File: config.mk
export PLATFORM = sky130hd
export DESIGN_NAME = stream_demux2
export DESIGN_NICKNAME = d
export VERILOG_FILES = /design/src/rtl/stream_demux2.sv
export SDC_FILE = /design/constraint.sdc
export NUM_CORES = 1
export LEC_CHECK = 0
export BUFFER_PORTS_ARGS = -buffer_cell sky130_fd_sc_hd__buf_2
export CAP_MARGIN = 20
export CORE_ASPECT_RATIO = 2
export CORE_MARGIN = 5
export CORE_UTILIZATION = 49
export DETAILED_ROUTE_END_ITERATION = 8
export PLACE_DENSITY = 0.81
export SLEW_MARGIN = 30
export SYNTH_ARGS = -nofsm -noshare
export SYNTH_HDL_FRONTEND = slang
export SYNTH_SLANG_ARGS = --single-unit
File: constraint.sdc
create_clock -name clk -period 2 [get_ports clk]
set_input_delay 0.2 -clock clk [delete_from_list [all_inputs] [get_ports clk]]
set_output_delay 0.2 -clock clk [all_outputs]
set_load 0.02 [all_outputs]
File: src/rtl/stream_demux2.sv
// stream_demux2: registered 1-to-2 packet stream demultiplexer.
// A whole packet is steered to output 0 or 1 by s_sel sampled on its first
// beat. Each output owns a one-entry register, so the two outputs drain
// independently and a sustained one-beat-per-cycle flow is possible.
module stream_demux2 #(
  parameter int DATA_W = 8,
  parameter int CNT_W  = 8
) (
  input  logic              clk,
  input  logic              rst_n,
  input  logic              s_valid,
  output logic              s_ready,
  input  logic [DATA_W-1:0] s_data,
  input  logic              s_last,
  input  logic              s_sel,
  output logic              m0_valid,
  input  logic              m0_ready,
  output logic [DATA_W-1:0] m0_data,
  output logic              m0_last,
  output logic              m1_valid,
  input  logic              m1_ready,
  output logic [DATA_W-1:0] m1_data,
  output logic              m1_last,
  output logic [CNT_W-1:0]  pkt_cnt0,
  output logic [CNT_W-1:0]  pkt_cnt1
);

  typedef enum logic [1:0] {
    IDLE   = 2'd0,
    ROUTE0 = 2'd1,
    ROUTE1 = 2'd2
  } state_t;

  state_t              r_state;
  logic                w_tgt;
  logic                w_accept;
  logic [1:0]          w_m_ready;
  logic [1:0]          w_load;
  logic [1:0]          r_valid;
  logic [1:0]          r_last;
  logic [DATA_W-1:0]   r_data [2];
  logic [CNT_W-1:0]    r_cnt  [2];

  assign w_m_ready = {m1_ready, m0_ready};

  // Target output: s_sel only matters between packets, otherwise the lock holds.
  always_comb begin
    case (r_state)
      ROUTE0:  w_tgt = 1'b0;
      ROUTE1:  w_tgt = 1'b1;
      default: w_tgt = s_sel;
    endcase
  end

  // Ready depends only on the target register, never on s_valid.
  assign s_ready  = rst_n & (~r_valid[w_tgt] | w_m_ready[w_tgt]);
  assign w_accept = s_valid & s_ready;

  // One-hot load strobe for the output register receiving this beat.
  always_comb begin
    w_load         = 2'b00;
    w_load[w_tgt]  = w_accept;
  end

  // Packet-lock FSM: advances only on handshaken beats.
  always_ff @(posedge clk or negedge rst_n) begin
    if (!rst_n) begin
      r_state <= IDLE;
    end else if (w_accept) begin
      if (s_last) begin
        r_state <= IDLE;
      end else if (r_state == IDLE) begin
        r_state <= w_tgt ? ROUTE1 : ROUTE0;
      end
    end
  end

  // Per-output pipeline registers: load wins over drain so a full register
  // can be refilled in the same cycle it empties.
  always_ff @(posedge clk or negedge rst_n) begin
    if (!rst_n) begin
      r_valid <= 2'b00;
      r_last  <= 2'b00;
      for (int k = 0; k < 2; k++) begin
        r_data[k] <= '0;
      end
    end else begin
      for (int k = 0; k < 2; k++) begin
        if (w_load[k]) begin
          r_valid[k] <= 1'b1;
          r_data[k]  <= s_data;
          r_last[k]  <= s_last;
        end else if (r_valid[k] && w_m_ready[k]) begin
          r_valid[k] <= 1'b0;
        end
      end
    end
  end

  // Completed-packet counters: count last beats accepted downstream, wrapping.
  always_ff @(posedge clk or negedge rst_n) begin
    if (!rst_n) begin
      for (int k = 0; k < 2; k++) begin
        r_cnt[k] <= '0;
      end
    end else begin
      for (int k = 0; k < 2; k++) begin
        if (r_valid[k] && w_m_ready[k] && r_last[k]) begin
          r_cnt[k] <= r_cnt[k] + {{(CNT_W-1){1'b0}}, 1'b1};
        end
      end
    end
  end

  assign m0_valid = r_valid[0];
  assign m0_data  = r_data[0];
  assign m0_last  = r_last[0];
  assign m1_valid = r_valid[1];
  assign m1_data  = r_data[1];
  assign m1_last  = r_last[1];
  assign pkt_cnt0 = r_cnt[0];
  assign pkt_cnt1 = r_cnt[1];

endmodule

==> impl_metrics.toml <==
[yosys]
yosys_most_used_dff = "dfrtp_1"
synthesis.area_um2 = 1620
ys_seq_area_share_pct = 58.7
netlist_instances = 122
synth_top_area_cell = "dfrtp_1"
synth_area_leaders = "dfrtp_1, mux2_2, xor2_1"
yosysWarnings = 0
synthArstFlopShare_pct = 100
synth-seq-cells = 38
synth_cell_type_count = 24
synth_edf_count = 0
synthesis.nets = 141
avgSynthCellArea_um2 = 13.3
yosys.area.top_type_share_pct = 58.7

[worst_hold_path]
holdPathStages = 2
worst_hold_path_type = "input pin to flip-flop"

[timing]
holdWs_ns = 0.157
tightest_slew_ns = 0.347
fin_crit_sh_pct = 99.0
finalWorstSetupSlack_ns = 0.0203
finalHoldViolCount = 0
period_needed_ns = 1.98
skew_ns = 0.00555
relSlewSlack_pct = 76.7
slew_viol_final = 0
setup_violations = 0
setup_tns_ns = 0
max_freq_mhz = 505
grt_setup_unrepaired = "yes"

[place]
numPortBuffers = 51
placed_cells = 206
finalWeightedCongestion = 0.818
hpwl_um = 2710
place_ws_ns = 0.0236

[detailed_routing]
drt-vias-per-instance = 5.52
wire_per_inst_um = 16.2
wirelength_um = 3560
vias = 1208
drt-initial-drc-count = 16
dr.pass1.iters = 6
final_antenna_net_count = 0
drc = 0

[worst_setup_path]
critical_path_class = "flip-flop to output pin"
worstPathArrival_ns = 1.78
cp_slowest_stage_delay_ns = 0.36
cp_num_cells = 6
start_kind = "flip-flop"
worst-r2r-cell-count = 7
cp-end-kind = "output pin"
cp_cell_sequence = "inv_1 -> ha_4 -> mux2i_4 -> mux2i_2 -> nor2_1 -> buf_2"
cp_data_required_time_ns = 1.80
crit_fanout = 2
critPathTopFamily = "multiplexers"
slowest_stage = "dfrtp_1"
path_buf_inv = 2

[floorplan]
die_area_um2 = 4630
die_x_um = 50.7
num_io_pins = 52
core_um2 = 3190
die_h_um = 91.3
start_util_pct = 50.7
rows = 29

[global_routing]
grtUsageTotal_pct = 16.9
grt-ovfl-total = 0
grt_max_degree = 23
grt_pass1_wl_um = 6030
grt_pass1_vias = 1328
antenna_found_initial = 0

[cts]
cts.sinks = 38
cts_max_path_buffers = 2
numCtsBuffers = 5
tritoncts = "yes"
root_buffer = "clkbuf_8"
cts_max_level = 2
clk_latency_ns = 0.28
cts.clk_slew.worst_paths_ns = 0.07

[final_layout]
instances_no_fill = 219
final_common_cell = "buf_2"
fin_nets = 206
post-route-util_pct = 65.2
syn_to_final_growth_pct = 28.5
drive_gt1_share_pct = 48.4
antenna_cells = 0
layout_common_cells = "buf_2, dfrtp_1, mux2_2"

[pwr]
power.density_nw_per_um2 = 1470
peakVddDrop_uv = 898
power_leakage_nw = 1.08

[run_status]
status = "completed"

[run]
cap_violations = 0
[power breakdown]
| part | switching (mW) | internal (mW) | total [mW] |
|---|---|---|---|
| logic | 0.708 | 0.583 | 1.29 |
| registers | 0.202 | 1.04 | 1.25 |
| clock network | 0.244 | 0.278 | 0.522 |
[flip-flops by register name, indices dropped and copies added, names as in the netlist]
register	cells
pkt_cnt1	8
m0_data	8
pkt_cnt0	8
r_state	2
r_valid	2
r_last	2
m1_data	8
[cells by family (layout without fill, tap and decap cells)]
family                     after synthesis  after routing  synth area share (%)
xor gates and xnor gates                14             14                  7.57
AOI/OAI and AO/OA                        4              4                  2.01
and+or+nand+nor                         35             35                  11.2
DFF                                     38             38                  58.7
muxes                                   22             22                  15.4
buffers and inverters                    5             71                  2.08
adders and majority gates                4              4                  3.09
[metrics by stage]
stage | total power [mW] | area (µm²)
after detailed placement | 2.44 | 1920
after CTS | 3.08 | 2080
after floorplan | 2.00 | 1620
after global routing | 3.26 | 2080
final | 3.06 | 2080
after global placement | 2.36 | 1920
[cell usage after synthesis (2+ instances only)]
master	instances
xnor2_1	4
inv_1	3
nand3_1	4
ha_1	4
nor3_1	4
a221o_1	2
and2_1	2
dfrtp_1	38
mux2_2	20
nand4_1	3
nor4_1	2
buf_6	2
nor2_1	5
nand2_1	10
xor2_1	10
[final timing paths]
path                                    startpoint  slack, ns                      end
max reg2reg                 r_state[1]$_DFFE_PN0P_       0.06   m0_data[7]$_DFFE_PN0P_
min in group asynchronous                    rst_n       0.45   r_valid[1]$_DFFE_PN0P_
max                         r_state[1]$_DFFE_PN0P_       0.02                  s_ready
min reg2reg                pkt_cnt1[7]$_DFFE_PN0P_       0.46  pkt_cnt1[7]$_DFFE_PN0P_
min                                      s_data[6]       0.16   m0_data[6]$_DFFE_PN0P_
max in group asynchronous                    rst_n       1.31  pkt_cnt1[4]$_DFFE_PN0P_
[metal layers]
layer	GRT usage (%)	vias up	wire, µm
met5	0	-	0
met4	8.32	0	104
met3	5.25	11	289
met2	28.2	49	1870
met1	18.7	594	1290
li1	-	554	-
[cell type report]
class,instances,area (µm²)
fillers,256,1110
flip-flops and latches,38,951
multi-input cells,79,661
repair buffers,60,329
clock buffers,7,86.3
well taps,31,38.8
inverters,3,11.3
clock inverters,1,5.00
[timing repair]
item / CTS / global route
hold buffers: 1 / 0
gates resized for setup: 3 / 2
endpoints found under the hold margin: 38 / 0
cloned: 0 / 0
pin swaps: 0 / 0
buffers inserted: 4 / 0
endpoints found under the setup margin: 1 / 19
Power figures use the tool's default switching activity.
